--- config.mk ---
export PLATFORM = sky130hd
export DESIGN_NAME = mips_cpu_muldiv_hilo_flat
export DESIGN_NICKNAME = d
export VERILOG_FILES = /design/src/rtl/mips_cpu_muldiv_hilo_if.sv /design/src/rtl/mips_cpu_muldiv_hilo.sv /design/src/flat_wrapper.sv
export SDC_FILE = /design/constraint.sdc
export NUM_CORES = 1
export LEC_CHECK = 0
export ABC_AREA = 1
export CORE_MARGIN = 2
export CORE_UTILIZATION = 45
export CTS_BUF_LIST = sky130_fd_sc_hd__clkbuf_4 sky130_fd_sc_hd__clkbuf_8
export CTS_CLUSTER_SIZE = 16
export DETAILED_ROUTE_END_ITERATION = 12
export SYNTH_ARGS = -nofsm -noshare
export SYNTH_HDL_FRONTEND = slang
export SYNTH_SLANG_ARGS = --single-unit
export TNS_END_PERCENT = 1
--- constraint.sdc ---
create_clock -name clk -period 7.9 [get_ports clk]
set_input_delay 1.185 -clock clk [delete_from_list [all_inputs] [get_ports clk]]
set_output_delay 1.185 -clock clk [all_outputs]
set_load 0.02 [all_outputs]
--- src/rtl/mips_cpu_muldiv_hilo_if.sv ---
// Request/result bundle between the execute stage and the HI/LO multiply/divide unit.
interface mips_cpu_muldiv_hilo_if #(
    parameter int WIDTH = 32
);
    logic             start;
    logic [2:0]       op;
    logic [WIDTH-1:0] op_a;
    logic [WIDTH-1:0] op_b;
    logic             busy;
    logic             done;
    logic [WIDTH-1:0] read_hi;
    logic [WIDTH-1:0] read_lo;

    modport master (output start, op, op_a, op_b, input busy, done, read_hi, read_lo);
    modport slave  (input start, op, op_a, op_b, output busy, done, read_hi, read_lo);
endinterface

--- src/rtl/mips_cpu_muldiv_hilo.sv ---
// Iterative MULT/MULTU/DIV/DIVU unit owning HI/LO, plus MTHI/MTLO writes.
// Optional MULDIV_FAST_MULT_EN: single-cycle combinational MULT/MULTU.
module mips_cpu_muldiv_hilo #(
    parameter int WIDTH = 32
) (
    input  logic                   clk,
    input  logic                   reset,
    mips_cpu_muldiv_hilo_if.slave  bus
);
    localparam int CW = $clog2(WIDTH);
    localparam logic [1:0] S_IDLE = 2'd0;
    localparam logic [1:0] S_PREP = 2'd1;
    localparam logic [1:0] S_CALC = 2'd2;
    localparam logic [1:0] S_FIX  = 2'd3;
    localparam logic [2:0] OP_MTHI = 3'b100;
    localparam logic [2:0] OP_MTLO = 3'b101;

    logic [1:0]         state;
    logic [CW-1:0]      cnt;
    logic [WIDTH-1:0]   hi, lo, mag_a, mag_b;
    logic [2*WIDTH-1:0] acc;
    logic               is_div, neg_q, neg_r, div0, done_q;

    // Even opcodes among 000..011 are the signed variants.
    logic             sgn_op, a_neg, b_neg;
    logic [WIDTH-1:0] abs_a, abs_b;
    assign sgn_op = ~bus.op[0];
    assign a_neg  = sgn_op & bus.op_a[WIDTH-1];
    assign b_neg  = sgn_op & bus.op_b[WIDTH-1];
    assign abs_a  = a_neg ? -bus.op_a : bus.op_a;
    assign abs_b  = b_neg ? -bus.op_b : bus.op_b;

    // Multiply step: conditional add of multiplicand into upper half, then shift right.
    logic [WIDTH:0] mul_sum;
    assign mul_sum = {1'b0, acc[2*WIDTH-1:WIDTH]} + (acc[0] ? {1'b0, mag_a} : '0);

    // Restoring divide step: upper half is the partial remainder, lower half shifts
    // dividend bits out and quotient bits in.
    logic [WIDTH:0]   div_sh;
    logic             div_ge;
    logic [WIDTH-1:0] div_sub;
    assign div_sh  = {acc[2*WIDTH-1:WIDTH], acc[WIDTH-1]};
    assign div_ge  = div_sh >= {1'b0, mag_b};
    assign div_sub = div_sh[WIDTH-1:0] - mag_b;

    // Divide-by-zero keeps the all-ones quotient; the remainder path restores op_a.
    logic [2*WIDTH-1:0] prod_fix;
    logic [WIDTH-1:0]   q_fix, r_fix;
    assign prod_fix = neg_q ? -acc : acc;
    assign q_fix    = (neg_q && !div0) ? -acc[WIDTH-1:0] : acc[WIDTH-1:0];
    assign r_fix    = neg_r ? -acc[2*WIDTH-1:WIDTH] : acc[2*WIDTH-1:WIDTH];

`ifdef MULDIV_FAST_MULT_EN
    logic [2*WIDTH-1:0] fast_mag, fast_prod;
    assign fast_mag  = {{WIDTH{1'b0}}, abs_a} * {{WIDTH{1'b0}}, abs_b};
    assign fast_prod = (a_neg ^ b_neg) ? -fast_mag : fast_mag;
`endif

    always_ff @(posedge clk or negedge reset) begin
        if (!reset) begin
            state  <= S_IDLE;
            cnt    <= '0;
            hi     <= '0;
            lo     <= '0;
            mag_a  <= '0;
            mag_b  <= '0;
            acc    <= '0;
            is_div <= 1'b0;
            neg_q  <= 1'b0;
            neg_r  <= 1'b0;
            div0   <= 1'b0;
            done_q <= 1'b0;
        end else begin
            done_q <= 1'b0;
            case (state)
                S_IDLE: begin
                    if (bus.start) begin
                        if (bus.op == OP_MTHI) hi <= bus.op_a;
                        else if (bus.op == OP_MTLO) lo <= bus.op_a;
`ifdef MULDIV_FAST_MULT_EN
                        else if (!bus.op[2] && !bus.op[1]) begin
                            {hi, lo} <= fast_prod;
                            done_q   <= 1'b1;
                        end
`endif
                        else if (!bus.op[2]) begin
                            state  <= S_PREP;
                            is_div <= bus.op[1];
                            mag_a  <= abs_a;
                            mag_b  <= abs_b;
                            neg_q  <= a_neg ^ b_neg;
                            neg_r  <= a_neg;
                            div0   <= (bus.op_b == '0);
                        end
                    end
                end
                S_PREP: begin
                    acc   <= {{WIDTH{1'b0}}, (is_div ? mag_a : mag_b)};
                    cnt   <= '0;
                    state <= S_CALC;
                end
                S_CALC: begin
                    if (is_div)
                        acc <= {(div_ge ? div_sub : div_sh[WIDTH-1:0]), acc[WIDTH-2:0], div_ge};
                    else
                        acc <= {mul_sum, acc[WIDTH-1:1]};
                    cnt <= cnt + 1'b1;
                    if (cnt == CW'(WIDTH-1)) state <= S_FIX;
                end
                default: begin
                    if (is_div) begin
                        hi <= r_fix;
                        lo <= q_fix;
                    end else begin
                        {hi, lo} <= prod_fix;
                    end
                    done_q <= 1'b1;
                    state  <= S_IDLE;
                end
            endcase
        end
    end

    assign bus.busy    = (state != S_IDLE);
    assign bus.done    = done_q;
    assign bus.read_hi = hi;
    assign bus.read_lo = lo;
endmodule

--- src/flat_wrapper.sv ---
// flat-port wrapper written by rule: the top's interface ports become plain ports
module mips_cpu_muldiv_hilo_flat 
#(
    parameter int WIDTH = 32
)
  (clk, reset, bus_start, bus_op, bus_op_a, bus_op_b, bus_busy, bus_done, bus_read_hi, bus_read_lo);
  mips_cpu_muldiv_hilo_if #(.WIDTH(WIDTH)) bus_i ();
  input  logic clk;
  input  logic reset;
  input wire logic [$bits(bus_i.start)-1:0] bus_start;
  input wire logic [$bits(bus_i.op)-1:0] bus_op;
  input wire logic [$bits(bus_i.op_a)-1:0] bus_op_a;
  input wire logic [$bits(bus_i.op_b)-1:0] bus_op_b;
  output wire logic [$bits(bus_i.busy)-1:0] bus_busy;
  output wire logic [$bits(bus_i.done)-1:0] bus_done;
  output wire logic [$bits(bus_i.read_hi)-1:0] bus_read_hi;
  output wire logic [$bits(bus_i.read_lo)-1:0] bus_read_lo;
  assign bus_i.start = bus_start;
  assign bus_i.op = bus_op;
  assign bus_i.op_a = bus_op_a;
  assign bus_i.op_b = bus_op_b;
  assign bus_busy = bus_i.busy;
  assign bus_done = bus_i.done;
  assign bus_read_hi = bus_i.read_hi;
  assign bus_read_lo = bus_i.read_lo;
  mips_cpu_muldiv_hilo #(.WIDTH(WIDTH)) u_core (.clk(clk), .reset(reset), .bus(bus_i));
endmodule
==> metrics.txt, run 1 <==
critical path launch point type=register; post-cts sizing count=0; syn avg cell area=5.991 um^2; top cell type's share of synthesized area=27.17%; Hold Slack=0.4816 ns; placed wire-length estimate=69.32 mm; Post-synth EDFFs=0; Area Growth Syn to Fin=13.39%; CTS Buf Count=39; hold_buf cts=0; Rows=74; nets=3,369; Starting Density=45.81%; Async SR Flop Fraction=100.0%; core area=41,020 um^2; Synth Cell Area=18,790 um^2; largest fanout on the critical path=58; clk sinks=204; Reg2Reg Depth=9; total die area=43,400 um^2; initial antenna violation count=1; largest cells by area after synthesis=dfrtp_1, nand2_1, inv_1; max-slew violations=0; ys flop type=dfrtp_1; Worst Path Required=6.71 ns; Final period util=50.77%; Syn. warnings=0; first-pass GRT wire length=125.9 mm; status=finished clean; # Post-CTS Setup Buffers=0; Max Cap Viol=0; cell taking the most area after synthesis=dfrtp_1; Setup Viol. Count Final=0; drt first pass iters=6; die height=208.3 um; maximum VDD drop=0.2807 mV; RSZ-0062 raised after global routing=no; Total Wirelength=85.53 mm; H-tree levels=2; Mapped Cells=3,136; Max-slew headroom=20.83%; clk_skew=0.03348 ns; Total Routing Usage GR=38.67%; fmax=249.3 MHz; IO Port Bufs=135; Reg clk slew, reported paths=0.06 ns; number of global-route vias before repair=19,995; hold depth=2; layout cell share with drive strength beyond 1=4.181%; Antenna Cells=0; grt total ovfl=0; Root Buffer=clkbuf_8; Synth Net Count=3,281; register bit total from synthesis=204; clock period minus worst slack=4.011 ns; largest net degree at the start of global routing=117; CTS tree=built; die width=208.3 um; crit path kind=register to output port; clk buf depth=3; most numerous cell in the Yosys netlist=nand2_1; via count=21,943; # DRC=0; Worst Setup End Kind=output port; WL/cell=22.60 um; IO Pins=136; part of the Yosys area used for sequential elements=27.17%; Initial DRC Count=2,744; gpl congestion=1.042; Commonest cells post-synth=nand2_1, inv_1, nor2_1, nand3_1, o21ai_0; min-delay worst type=register to register; Fin. Hold Viols=0; Distinct cells, synth=51; Clock Latency Late Sink=0.60 ns; power density cells=460.4 nW/um^2; measured slew at the worst slew-check pin=1.180 ns; DR vias/cell=5.797; Static Leak=10.70 nW; setup total negative slack=0 ns; Post-DRT Antenna Nets=0; crit path DAT=2.83 ns
-- power breakdown --
| part | switching [mW] | internal [mW] | total, mW |
|---|---|---|---|
| Clock | 0.488 | 0.609 | 1.10 |
| Combinational | 4.53 | 1.95 | 6.48 |
| Sequential | 0.697 | 1.53 | 2.23 |
-- logic make-up after synthesis --
logic type	count (synthesis)	synth area share (%)
AO/OA/AOI/OAI	541	15.44
XOR/XNOR	69	3.217
adder cells (fa/ha/maj)	75	5.075
buffers and inverters	518	10.63
flip-flops	204	27.17
AND/OR/NAND/NOR	1729	38.47
-- cell usage in the layout, fill, tap and decap left out, types with 3 or more instances in the layout --
| cell | Yosys | routed |
|---|---|---|
| nand3_2 | 5 | 5 |
| o221ai_1 | 4 | 4 |
| dfrtp_1 | 204 | 203 |
| and2_1 | 3 | 3 |
| nand2_1 | 958 | 957 |
| nand2_2 | 4 | 5 |
| nor4_1 | 11 | 11 |
| clkbuf_4 | 0 | 21 |
| clkdlybuf4s50_1 | 0 | 134 |
| inv_1 | 404 | 404 |
| inv_2 | 3 | 3 |
| o211ai_1 | 29 | 29 |
| nand3_1 | 256 | 256 |
| nand4_1 | 47 | 47 |
| or2_0 | 3 | 3 |
| ha_1 | 73 | 72 |
| a21oi_1 | 220 | 220 |
| o21ai_1 | 11 | 11 |
| xnor2_1 | 28 | 28 |
| nor3_1 | 31 | 31 |
| nor2_1 | 367 | 367 |
| or2_2 | 12 | 12 |
| o21a_1 | 3 | 3 |
| nor2_2 | 9 | 9 |
| o21ai_0 | 228 | 228 |
| o21bai_1 | 7 | 7 |
| o31ai_1 | 4 | 4 |
| clkinv_2 | 0 | 3 |
| xor2_1 | 41 | 41 |
| a31oi_1 | 22 | 22 |
| nand3b_1 | 15 | 15 |
| buf_4 | 3 | 19 |
| clkbuf_8 | 0 | 45 |
| clkinv_1 | 4 | 3 |
-- sequential cells by signal (all words and copies together) (netlist names) --
| register | cells |
|---|---|
| u_core.bus.done | 1 |
| u_core.neg_q | 1 |
| u_core.mag_a | 32 |
| u_core.neg_r | 1 |
| u_core.div0 | 1 |
| u_core.state | 2 |
| u_core.acc | 64 |
| u_core.bus.read_lo | 32 |
| u_core.cnt | 5 |
| u_core.is_div | 1 |
| u_core.bus.read_hi | 32 |
| u_core.mag_b | 32 |
-- metal layers --
| metal | vias to the layer above | global-route usage, % | share of wire [%] |
|---|---|---|---|
| li1 | 10292 | - | - |
| met1 | 10264 | 53.90 | 43 |
| met2 | 1187 | 58.33 | 42 |
| met3 | 200 | 7.215 | 10 |
| met4 | 0 | 16.92 | 5.0 |
| met5 | - | 0 | 0 |
-- area by class of cell --
| class | count | area (um^2) |
|---|---|---|
| sequential | 204 | 5106 |
| tap | 532 | 665.6 |
| clock buffer | 65 | 763.2 |
| multi-input combinational | 2414 | 11690 |
| clock inverter | 5 | 33.78 |
| timing repair buffer | 154 | 1498 |
| fill | 4331 | 19710 |
| inverter | 411 | 1545 |
-- per-stage QoR --
step           setup WS (ns)  cell area [um^2]  utilization (%)  std cells  total power [mW]
6_report               3.889             21300            51.94       3785             9.808
5_1_grt                3.759             21300            51.94       3785             10.47
4_1_cts                3.903             21300            51.94       3785             9.606
3_5_place_dp           4.189             20510            49.99       3715             8.481
3_3_place_gp           4.265             20510            49.99       3715             8.404
2_1_floorplan          5.227             18790                -       3136             6.090
-- worst paths after layout --
check / end / start / slack [ns]
worst max-delay path: bus_busy / u_core.state[1]$_DFFE_PN0P_ / 3.89
worst min-delay path: u_core.mag_b[4]$_DFFE_PN0P_ / u_core.mag_b[4]$_DFFE_PN0P_ / 0.48
min in group asynchronous: u_core.acc[61]$_DFFE_PN0N_ / reset / 0.64
max in group asynchronous: u_core.bus.read_hi[26]$_DFFE_PN0P_ / reset / 5.60
worst min register to register: u_core.mag_b[4]$_DFFE_PN0P_ / u_core.mag_b[4]$_DFFE_PN0P_ / 0.48
worst max register to register: u_core.acc[0]$_DFFE_PN0N_ / u_core.state[1]$_DFFE_PN0P_ / 4.00
-- worst max-delay path: stages (launching register included) --
cell,delay (ns)
dfrtp_1,0.42
inv_1,0.09
ha_2,0.16
buf_4,0.52
inv_2,0.36
clkdlybuf4s50_1,0.64
(Power assumes the default switching activity.)
==> inputs of run 2 (changes only) <==
==> constraint.sdc (replaced) <==
create_clock -name clk -period 3.7 [get_ports clk]
set_input_delay 0.555 -clock clk [delete_from_list [all_inputs] [get_ports clk]]
set_output_delay 0.555 -clock clk [all_outputs]
set_load 0.02 [all_outputs]
==> metrics.txt, run 2 (synthesized netlist as in run 1, its figures left out) <==
status=finished with violations; failing checks=negative hold slack; crit path kind=register to register; Total Routing Usage GR=40.07%; maximum VDD drop=0.7761 mV; DR vias/cell=5.834; met1 WL=35.92 mm; Reg clk slew, reported paths=0.07 ns; Max Cap Viol=0; Final period util=89.41%; most frequent cells in the layout=nand2_1, inv_1, nor2_1, nand3_1, o21ai_0; top layer in use=met5; clk sinks=204; Root Buffer=clkbuf_8; Starting Density=45.81%; clock period minus worst slack=3.308 ns; crit path DAT=3.82 ns; placed wire-length estimate=71.42 mm; Max-slew headroom=36.72%; gpl congestion=1.073; Cell Area, Placed=20,840 um^2; Clock Latency Late Sink=0.62 ns; Post-DRT Antenna Nets=0; post-cts sizing count=0; clk_skew=0.04565 ns; IO Port Bufs=135; via count=22,319; first-pass GRT wire length=130.2 mm; fmax=302.3 MHz; commonest non-fill, non-tap cell in the layout=nand2_1; max-slew violations=0; die width=208.3 um; die height=208.3 um; drt first pass iters=6; min-delay worst type=input pin to asynchronous set/reset pin; power density cells=996.0 nW/um^2; nets=3,408; initial antenna violation count=6; core area=41,020 um^2; clk buf depth=3; WP buf/inv=3; Static Leak=10.94 nW; IO Pins=136; H-tree levels=2; WL met2=36.94 mm; critical path launch point type=register; Worst Setup End Kind=register; hold_buf cts=0; post-route design area=21,730 um^2; layout cell share with drive strength beyond 1=5.287%; Total Wirelength=88.42 mm; CTS Buf Count=40; Area Growth Syn to Fin=15.68%; # DRC=0; Worst Path Required=4.21 ns; cells along the critical path=nand2_1, inv_1, ha_1, inv_1, fa_1, o21ai_0, nand2_1, nand2_1, nand2_1, nand2_1, nand2_1, nand3_1, nand3_1, nand2_1, inv_1, nand2_1, nand2_1; Fin. Hold Viols=1; cell mode on critical path=nand2_1; grt total ovfl=0; Register-to-Register Setup Slack=0.39 ns; total die area=43,400 um^2; Setup Viol. Count Final=0; Hold Slack=-0.04923 ns; cell family with most CP delay=simple AND/OR/NAND/NOR gates; Largest register FFs=64; Initial DRC Count=2,814; largest net degree at the start of global routing=105; CTS tree=built; # Post-CTS Setup Buffers=0; number of global-route vias before repair=20,885; largest reg by FF count=u_core.acc; Rows=74; slowest stage delay, CP=0.61 ns; slowest cell on the critical path=dfrtp_1; WL/cell=23.11 um; measured slew at the worst slew-check pin=0.9492 ns; setup total negative slack=0 ns; largest fanout on the critical path=13; met3 WL=10.63 mm; RSZ-0062 raised after global routing=no
-- run 2: changes by cell type in the layout (fill, tap and decap cells not counted), moves of 3 or more --
cell / before / now
buf_12: 0 / 4
diode_2: 0 / 3
buf_4: 19 / 53
clkbuf_8: 45 / 49
clkbuf_4: 21 / 14
bufinv_16: 0 / 3
-- run 2: layout make-up --
type	instances	area (um^2)
Timing Repair Buffer	192	1833
Antenna cell	3	7.507
Sequential cell	204	5106
Tap cell	532	665.6
Multi-Input combinational cell	2414	11690
Clock inverter	8	120.1
Inverter	411	1545
Clock buffer	62	765.7
Fill cell	4282	19280
-- run 2: final timing paths --
kind	from	to	cells after the start
setup / recovery	u_core.acc[0]$_DFFE_PN0N_	u_core.acc[51]$_DFFE_PN0N_	17
hold / removal	reset	u_core.acc[58]$_DFFE_PN0N_	1
setup reg to reg	u_core.acc[0]$_DFFE_PN0N_	u_core.acc[51]$_DFFE_PN0N_	17
hold reg to reg	u_core.bus.read_lo[27]$_DFFE_PN0P_	u_core.bus.read_lo[27]$_DFFE_PN0P_	2
max in group asynchronous	reset	u_core.mag_b[7]$_DFFE_PN0P_	2
min in group clk	u_core.bus.read_lo[27]$_DFFE_PN0P_	u_core.bus.read_lo[27]$_DFFE_PN0P_	2
-- run 2: power by group --
group | leakage, nW | switching, mW | internal (mW)
Sequential | 2.51 | 1.29 | 3.28
Combinational | 7.97 | 10.1 | 4.37
Clock | 0.464 | 1.09 | 1.52
-- run 2: per-stage QoR --
step / instances / setup WS [ns] / power [mW] / hold WS (ns) / utilization (%)
5_1_grt: 3823 / 0.2452 / 23.02 / 0.03821 / 52.97
3_3_place_gp: 3753 / 0.6310 / 18.38 / 0.4635 / 50.81
6_report: 3826 / 0.3919 / 21.65 / -0.04923 / 52.99
4_1_cts: 3823 / 0.5382 / 21.15 / 0.002370 / 52.97
3_5_place_dp: 3753 / 0.5423 / 18.47 / 0.4683 / 50.81
2_1_floorplan: 3136 / 1.146 / 13.00 / 0.2594 / -
-- run 2: per-layer routing --
metal,track usage [%],vias up
li1,-,10385
met1,52.50,10450
met2,59.88,1232
met3,11.49,250
met4,20.89,2
met5,0,-
